### src/rtl/hazard_ctrl.sv
// rtl/hazard_ctrl.sv - pipeline stall/bubble/flush sequencer with stall/flush counters and cache watchdog
module hazard_ctrl #(
  parameter int LU_STALLS = 1,
  parameter int CNT_W     = 16,
  parameter int TIMEOUT   = 64
) (
  input  logic             clk_i,
  input  logic             rst_i,
  input  logic             idex_memread_i,
  input  logic [4:0]       idex_rt_i,
  input  logic [4:0]       ifid_rs_i,
  input  logic [4:0]       ifid_rt_i,
  input  logic             branch_taken_i,
  input  logic             dcache_stall_i,
  input  logic             clr_cnt_i,
  output logic             pc_write_o,
  output logic             ifid_write_o,
  output logic             ifid_flush_o,
  output logic             idex_stall_o,
  output logic             idex_bubble_o,
  output logic             exmem_stall_o,
  output logic             memwb_stall_o,
  output logic [CNT_W-1:0] stall_cnt_o,
  output logic [CNT_W-1:0] flush_cnt_o,
  output logic             mem_timeout_o
);

  localparam int WW = (TIMEOUT < 2) ? 1 : $clog2(TIMEOUT + 1);
  localparam logic [WW-1:0] WMAX  = WW'(TIMEOUT);
  localparam logic [WW-1:0] WLAST = WW'((TIMEOUT > 0) ? TIMEOUT - 1 : 0);
  localparam logic [1:0] BUB_INIT = 2'(LU_STALLS - 1);

  typedef enum logic [1:0] {RUN, BUBBLE, FREEZE} state_t;

  state_t          state;
  state_t          ret_state;
  state_t          eff_state;
  logic [1:0]      bub_cnt;
  logic [WW-1:0]   wait_cnt;
  logic            load_use;

  assign load_use = idex_memread_i && (idex_rt_i != 5'd0) &&
                    ((idex_rt_i == ifid_rs_i) || (idex_rt_i == ifid_rt_i));

  // Leaving FREEZE, the release cycle already behaves like the saved state.
  assign eff_state = (state == FREEZE) ? ret_state : state;

  always_comb begin
    pc_write_o    = 1'b1;
    ifid_write_o  = 1'b1;
    ifid_flush_o  = 1'b0;
    idex_stall_o  = 1'b0;
    idex_bubble_o = 1'b0;
    exmem_stall_o = 1'b0;
    memwb_stall_o = 1'b0;
    if (!rst_i) begin
      pc_write_o    = 1'b0;
      ifid_write_o  = 1'b0;
      ifid_flush_o  = 1'b1;
      idex_bubble_o = 1'b1;
    end else if (dcache_stall_i) begin
      pc_write_o    = 1'b0;
      ifid_write_o  = 1'b0;
      idex_stall_o  = 1'b1;
      exmem_stall_o = 1'b1;
      memwb_stall_o = 1'b1;
    end else if (eff_state == BUBBLE || load_use) begin
      pc_write_o    = 1'b0;
      ifid_write_o  = 1'b0;
      idex_bubble_o = 1'b1;
    end else if (branch_taken_i) begin
      ifid_flush_o  = 1'b1;
    end
  end

  always_ff @(posedge clk_i or negedge rst_i) begin
    if (!rst_i) begin
      state     <= RUN;
      ret_state <= RUN;
      bub_cnt   <= 2'd0;
    end else if (dcache_stall_i) begin
      if (state != FREEZE) ret_state <= state;
      state <= FREEZE;
    end else begin
      case (eff_state)
        BUBBLE: begin
          if (bub_cnt <= 2'd1) begin
            state   <= RUN;
            bub_cnt <= 2'd0;
          end else begin
            state   <= BUBBLE;
            bub_cnt <= bub_cnt - 2'd1;
          end
        end
        default: begin
          if (load_use && LU_STALLS == 2) begin
            state   <= BUBBLE;
            bub_cnt <= BUB_INIT;
          end else begin
            state   <= RUN;
          end
        end
      endcase
    end
  end

  always_ff @(posedge clk_i or negedge rst_i) begin
    if (!rst_i) begin
      stall_cnt_o <= '0;
      flush_cnt_o <= '0;
    end else if (clr_cnt_i) begin
      stall_cnt_o <= '0;
      flush_cnt_o <= '0;
    end else begin
      if (!pc_write_o && stall_cnt_o != '1) stall_cnt_o <= stall_cnt_o + 1'b1;
      if (ifid_flush_o && flush_cnt_o != '1) flush_cnt_o <= flush_cnt_o + 1'b1;
    end
  end

  // Sticky flag sets on the edge at which the wait count reaches TIMEOUT.
  always_ff @(posedge clk_i or negedge rst_i) begin
    if (!rst_i) begin
      wait_cnt      <= '0;
      mem_timeout_o <= 1'b0;
    end else begin
      if (dcache_stall_i) begin
        if (wait_cnt != WMAX) wait_cnt <= wait_cnt + 1'b1;
      end else begin
        wait_cnt <= '0;
      end
      if (TIMEOUT != 0 && dcache_stall_i && wait_cnt == WLAST) mem_timeout_o <= 1'b1;
    end
  end

endmodule

### config.mk
export PLATFORM = sky130hd
export DESIGN_NAME = hazard_ctrl
export DESIGN_NICKNAME = d
export VERILOG_FILES = /design/src/rtl/hazard_ctrl.sv
export SDC_FILE = /design/constraint.sdc
export NUM_CORES = 1
export LEC_CHECK = 0
export CAP_MARGIN = 20
export CORE_ASPECT_RATIO = 0.5
export CORE_MARGIN = 4
export CORE_UTILIZATION = 63
export DETAILED_ROUTE_END_ITERATION = 6
export DONT_BUFFER_PORTS = 1
export GPL_TIMING_DRIVEN = 0
export PLACE_DENSITY = 0.79
export SYNTH_ARGS = -nofsm -noshare
export SYNTH_HDL_FRONTEND = slang
export SYNTH_SLANG_ARGS = --single-unit
### constraint.sdc
create_clock -name clk_i -period 2.79 [get_ports clk_i]
set_input_delay 0 -clock clk_i [delete_from_list [all_inputs] [get_ports clk_i]]
set_output_delay 0 -clock clk_i [all_outputs]
set_load 0.01 [all_outputs]
==> results of run 1 <==
==> routing by layer <==
layer  share of wire [%]  vias up  global-route usage [%]
met5                   0        -                       0
met4                0.41        0                    5.90
met3                 8.7        3                    7.89
met2                  48       74                    41.9
met1                  43     1089                    26.4
li1                    -     1081                       -
==> registers in the layout, indices dropped and copies added (netlist names) <==
signal / flops
bub_cnt: 2
flush_cnt_o: 16
mem_timeout_o: 1
ret_state: 2
stall_cnt_o: 16
state: 2
wait_cnt: 7
==> logic make-up (layout without fill, tap and decap cells) <==
family	Yosys count	in the layout	synth area share (%)
flops	46	46	43.5
xor+xnor	14	14	4.63
simple gates	120	120	25.2
compound gates	69	69	16.8
fa+ha+maj	4	4	1.89
buf+inv	29	40	5.06
mux	7	7	2.93
==> area by class of cell <==
class                   count  area [um^2]  share of cell area (%)
plain buffers              17         88.8                    3.11
clock buffers               7         86.3                    3.02
clock inverters             1         5.00                   0.175
inverters                  12         45.0                    1.58
multi-input cells         214         1360                    47.8
flip-flops and latches     46         1150                    40.3
well taps                  54         67.6                    2.37
repair buffers              3         47.5                    1.67
==> cells in the final DEF, fill, tap and decap left out, types with 2 or more instances in the layout <==
cell type / synthesis / layout
dfrtp_1: 46 / 46
a21oi_1: 29 / 29
nand2_1: 26 / 26
nor2_1: 18 / 17
o21ai_0: 16 / 16
or4_1: 15 / 15
xor2_1: 13 / 13
nand3_1: 13 / 13
o31ai_1: 13 / 13
inv_1: 12 / 12
or3_1: 12 / 12
clkbuf_1: 8 / 9
nor2b_1: 8 / 8
nand4_1: 6 / 6
clkbuf_8: 0 / 6
buf_2: 5 / 5
mux2_2: 5 / 5
nor3_1: 4 / 4
and3_1: 4 / 4
and4_1: 4 / 4
ha_1: 4 / 4
o41ai_1: 3 / 3
buf_4: 3 / 3
nor4b_1: 2 / 2
and2_1: 2 / 2
nor3b_1: 2 / 2
dlygate4sd3_1: 0 / 2
==> how the worst max path moves through the flow <==
stage / from / endpoint / cells after the start
4_1_cts: stall_cnt_o[0] / stall_cnt_o[8] / 9
3_3_place_gp: stall_cnt_o[0] / stall_cnt_o[1] / 9
5_1_grt: stall_cnt_o[0] / stall_cnt_o[11] / 9
6_report: stall_cnt_o[0] / stall_cnt_o[8] / 9
3_5_place_dp: stall_cnt_o[0] / stall_cnt_o[8] / 9
2_1_floorplan: stall_cnt_o[6] / stall_cnt_o[14] / 7
==> through the flow <==
| stage | instance area, um^2 | setup WS, ps | power [W] | std cells | hold slack (ps) |
|---|---|---|---|---|---|
| 2_1_floorplan | 2650 | 788 | 0.000792 | 289 | -296 |
| 3_3_place_gp | 2710 | 297 | 0.000813 | 343 | -294 |
| 3_5_place_dp | 2710 | 291 | 0.000817 | 343 | -294 |
| 4_1_cts | 2850 | 250 | 0.00126 | 354 | 37.2 |
| 5_1_grt | 2860 | 68.7 | 0.00130 | 354 | 76.9 |
| 6_report | 2860 | 311 | 0.00124 | 354 | 37.7 |
==> power by group <==
part	leakage (nW)	internal [W]	switching [W]	total, W
clock network	0.0482	0.000200	0.000220	0.000420
registers	0.629	0.000678	0.0000206	0.000699
logic	0.494	0.0000470	0.0000777	0.000125
==> critical path, delay by kind of cell (launching register included) <==
kind / cells / cell delay (ps)
buffers and inverters: 2 / 520
AO/OA/AOI/OAI: 2 / 280
flip-flops: 1 / 480
adder cells (fa/ha/maj): 1 / 240
AND/OR/NAND/NOR: 4 / 880
==> timing repair <==
item	in CTS	in global routing
setup endpoints to repair	0	10
endpoints found under the hold margin	47	0
hold buffers	3	0
gates resized for setup	0	1
==> impl_metrics.toml, run 1 <==
[detailed_routing]
via_per_inst = 6.35
drtIter0Drc = 89
drt-total-wl_mm = 5.79
wl_per_cell_um = 16.4
final_antenna_net_count = 0
drc = 0
drt_first_pass_iters = 4
via_count = 2247

[clock_tree]
cts_setup_buffers = 0
htree_levels = 2
clock_sinks = 46
path_clk_slew_ps = 90
cts_root_buf = "clkbuf_8"
cts-buffers-inserted = 5
cts_tree = "done"
clockBufferDepth = 2
insertion_delay_ps = 300

[floorplan]
fp.dieH_um = 53.8
ios = 61
initial_core_util_pct = 66.8
rows = 16
die_area_mm2 = 0.00536
die_x_um = 99.7
core_region_area_mm2 = 0.00396

[layout]
antenna_cells = 0
area_delta_synth_final_pct = 7.90
post-route-util_pct = 72.0
drive_gt1_share_pct = 10.3
fillCellCount = 309
nets = 324

[setup_path]
max_stage_delay_ps = 480
worstPathArrival_ps = 2700
r2r-start = "stall_cnt_o[0]"
r2r_end = "stall_cnt_o[8]"
crit_slowest_cell = "dfrtp_1"
reg2reg_slack_ps = 310
crit_type = "reg2reg"
reg2reg_depth = 9
path_cells = "ha_1 -> nand2_1 -> nor2_1 -> nand2_1 -> nor2_2 -> buf_2 -> buf_2 -> o31ai_1 -> a21oi_1"
critPathLaunchType = "flop"
endpoint_kind = "flop"
cp.required_ps = 3010
cp_max_fo = 10

[min_path]
hold_end = "ret_state[0]"
min_path_cells = 3
hold_start = "dcache_stall_i"
hold_path_class = "in2reg"

[synth]
async_flop_share_pct = 100
synth_ff_type = "dfrtp_1"
synth_area_leaders = "dfrtp_1 43%, a21oi_1 5.5%, xor2_1 4.3%"
synthCells = 289
synth_seq_cells = 46
syn-cell-area_mm2 = 0.00265
avgSynthCellArea_um2 = 9.16
yosys-top-cells-count = "46 x dfrtp_1, 29 x a21oi_1, 26 x nand2_1"
synth_edf_count = 0
synth_top_area_share_pct = 43.5
syn_nets = 314
yosysMostFrequentCell = "dfrtp_1"
ys.warnings.count = 0
yosysTopAreaCell = "dfrtp_1"
yosysSeqAreaShare_pct = 43.5
ys_types = 41

[timing]
tns_ps = 0
rsz0062_at_grt = "no"
timing.final.hold_violations = 0
max_freq_ghz = 0.403
fin_crit_ps = 2480
setup_viol = 0
period_share_pct = 88.8
relSlewSlack_pct = 67.3
drv_slew = 0
tightest_slew_ps = 490
fin_skew_ps = 5.79

[outcome]
run_status = "finished clean"

[power_and_ir_drop]
max-vdd-ir-drop_uv = 301
p_leak_nw = 1.17
pwr_density_cell_mw_per_mm2 = 436

[grt]
grt_max_degree = 47
grt-ovfl-total = 0
gr-usage-all-layers_pct = 22.8
grt_pass1_vias = 2169
antenna_found_initial = 0
grt_pass1_wl_mm = 9.63

[placed_design]
place.gp.congestion = 0.850
hpwlAfterDp_mm = 4.08
io_buffers = 0

[run]
maxCapViolations = 0
No activity file was read; power rests on OpenSTA's default activity.
==> run 2, diff against run 1 <==
- CORE_UTILIZATION: 63 -> 65
- CTS_BUF_LIST: not set -> sky130_fd_sc_hd__clkbuf_4 sky130_fd_sc_hd__clkbuf_8
- PLACE_DENSITY: 0.79 -> 0.81
==> run 2 against run 1 <==
Utilization grew 1.2 points. Combinational power hardly changed. Register-to-register slack lost 70 ps.
==> impl_metrics.toml, run 2 (synthesized netlist as in run 1, its figures left out) <==
[outcome]
run_status = "finished clean"

[power_and_ir_drop]
pwr_density_cell_mw_per_mm2 = 440
p_leak_nw = 1.17
max-vdd-ir-drop_uv = 269

[floorplan]
die_x_um = 98.2
die_area_mm2 = 0.00522
fp.dieH_um = 53.1
initial_core_util_pct = 67.8
core_region_area_mm2 = 0.00390
ios = 61
rows = 16

[layout]
area_delta_synth_final_pct = 8.04
stdcell_count = 354
drive_gt1_share_pct = 10.7
nets = 324
final_common_cell = "dfrtp_1"
mostFrequentLayoutCells = "46 x dfrtp_1, 29 x a21oi_1, 26 x nand2_1, 17 x nor2_1, 16 x o21ai_0"
largestRegisters = "flush_cnt_o: 16 flops, stall_cnt_o: 16 flops, wait_cnt: 7 flops"
fillCellCount = 285
antenna_cells = 0

[clock_tree]
cts_root_buf = "clkbuf_8"
htree_levels = 2
cts_setup_buffers = 0
clockBufferDepth = 2
clock_sinks = 46
cts-buffers-inserted = 5
cts_tree = "done"
insertion_delay_ps = 300
path_clk_slew_ps = 90

[detailed_routing]
final_antenna_net_count = 0
via_count = 2234
drc = 0
drt-total-wl_mm = 6.19
drt_first_pass_iters = 4
via_per_inst = 6.31
drtIter0Drc = 151
wl_per_cell_um = 17.5

[grt]
grt_pass1_vias = 2132
grt-ovfl-total = 0
gr-usage-all-layers_pct = 24.4
grt_max_degree = 47
antenna_found_initial = 0
grt_pass1_wl_mm = 9.85

[placed_design]
hpwlAfterDp_mm = 4.35
place.gp.congestion = 0.782
dp.cells = 343
pre_cts_ws_ps = 209
io_buffers = 0

[min_path]
min_path_cells = 3
hold_path_class = "in2reg"

[timing]
timing.final.hold_violations = 0
max_freq_ghz = 0.393
drv_slew = 0
fin_skew_ps = 7.33
period_share_pct = 91.2
rsz0062_at_grt = "no"
hold_ws_ps = 37.3
tightest_slew_ps = 497
relSlewSlack_pct = 66.9
fin_crit_ps = 2540
tns_ps = 0
fin_ws_ps = 246
setup_viol = 0

[setup_path]
endpoint_kind = "flop"
critPathLaunchType = "flop"
reg2reg_depth = 9
worstPathArrival_ps = 2760
cp.required_ps = 3010
cp_max_fo = 10
crit_type = "reg2reg"
reg2reg_slack_ps = 250

[run]
maxCapViolations = 0
-- run 2: cell counts in the layout (fill, tap and decap cells not counted) --
Identical to the previous run, type by type.
-- run 2: cell type report --
class / count / area, um^2 / share of cell area, %
Tap cell: 54 / 67.6 / 2.36
Clock buffer: 7 / 90.1 / 3.15
Buffer: 17 / 88.8 / 3.11
Inverter: 12 / 45.0 / 1.58
Timing Repair Buffer: 3 / 47.5 / 1.66
Sequential cell: 46 / 1150 / 40.3
Clock inverter: 1 / 5.00 / 0.175
Multi-Input combinational cell: 214 / 1360 / 47.7
-- run 2: worst paths after layout --
check / start / end
worst max-delay path: stall_cnt_o[0] / stall_cnt_o[1]
worst min register to register: bub_cnt[0] / bub_cnt[0]
max in group asynchronous: rst_i / stall_cnt_o[0]
worst min-delay path: dcache_stall_i / ret_state[0]
min in group asynchronous: rst_i / state[1]
worst max register to register: stall_cnt_o[0] / stall_cnt_o[1]
-- run 2: timing repair --
item                       in CTS  in global routing
gates resized for setup         0                  1
setup endpoints to repair       0                 10
hold buffers                    3                  0
hold endpoints to repair       47                  0
-- run 2: power by group --
| group | total, W | switching, W | internal, W |
|---|---|---|---|
| clock | 0.000432 | 0.000223 | 0.000210 |
| sequential | 0.000699 | 0.0000210 | 0.000678 |
| combinational | 0.000127 | 0.0000799 | 0.0000468 |
| total | 0.00126 | 0.000323 | 0.000935 |
-- run 2: worst max-delay path: stages, from the launching register on --
cell and delay (ps):
dfrtp_1 490, ha_1 250, nand2_1 60, nor2_1 390, nand2_1 150, nor2_2 310
buf_2 280, buf_2 260, o21ai_0 100, a21oi_1 170
-- run 2: metrics by stage --
stage          total power (W)  util, %  instance area [um^2]
4_1_cts                0.00126     73.2                  2860
5_1_grt                0.00131     73.2                  2860
6_report               0.00126     73.2                  2860
2_1_floorplan         0.000792        -                  2650
3_3_place_gp          0.000812     69.5                  2710
3_5_place_dp          0.000819     69.5                  2710
-- run 2: layer usage --
metal / up-vias / part of all wire (%) / track usage [%]
met2: 66 / 50 / 46.5
met1: 1086 / 42 / 26.9
li1: 1069 / - / -
met4: 0 / 1.6 / 8.16
met3: 13 / 5.8 / 6.84
met5: - / 0 / 0
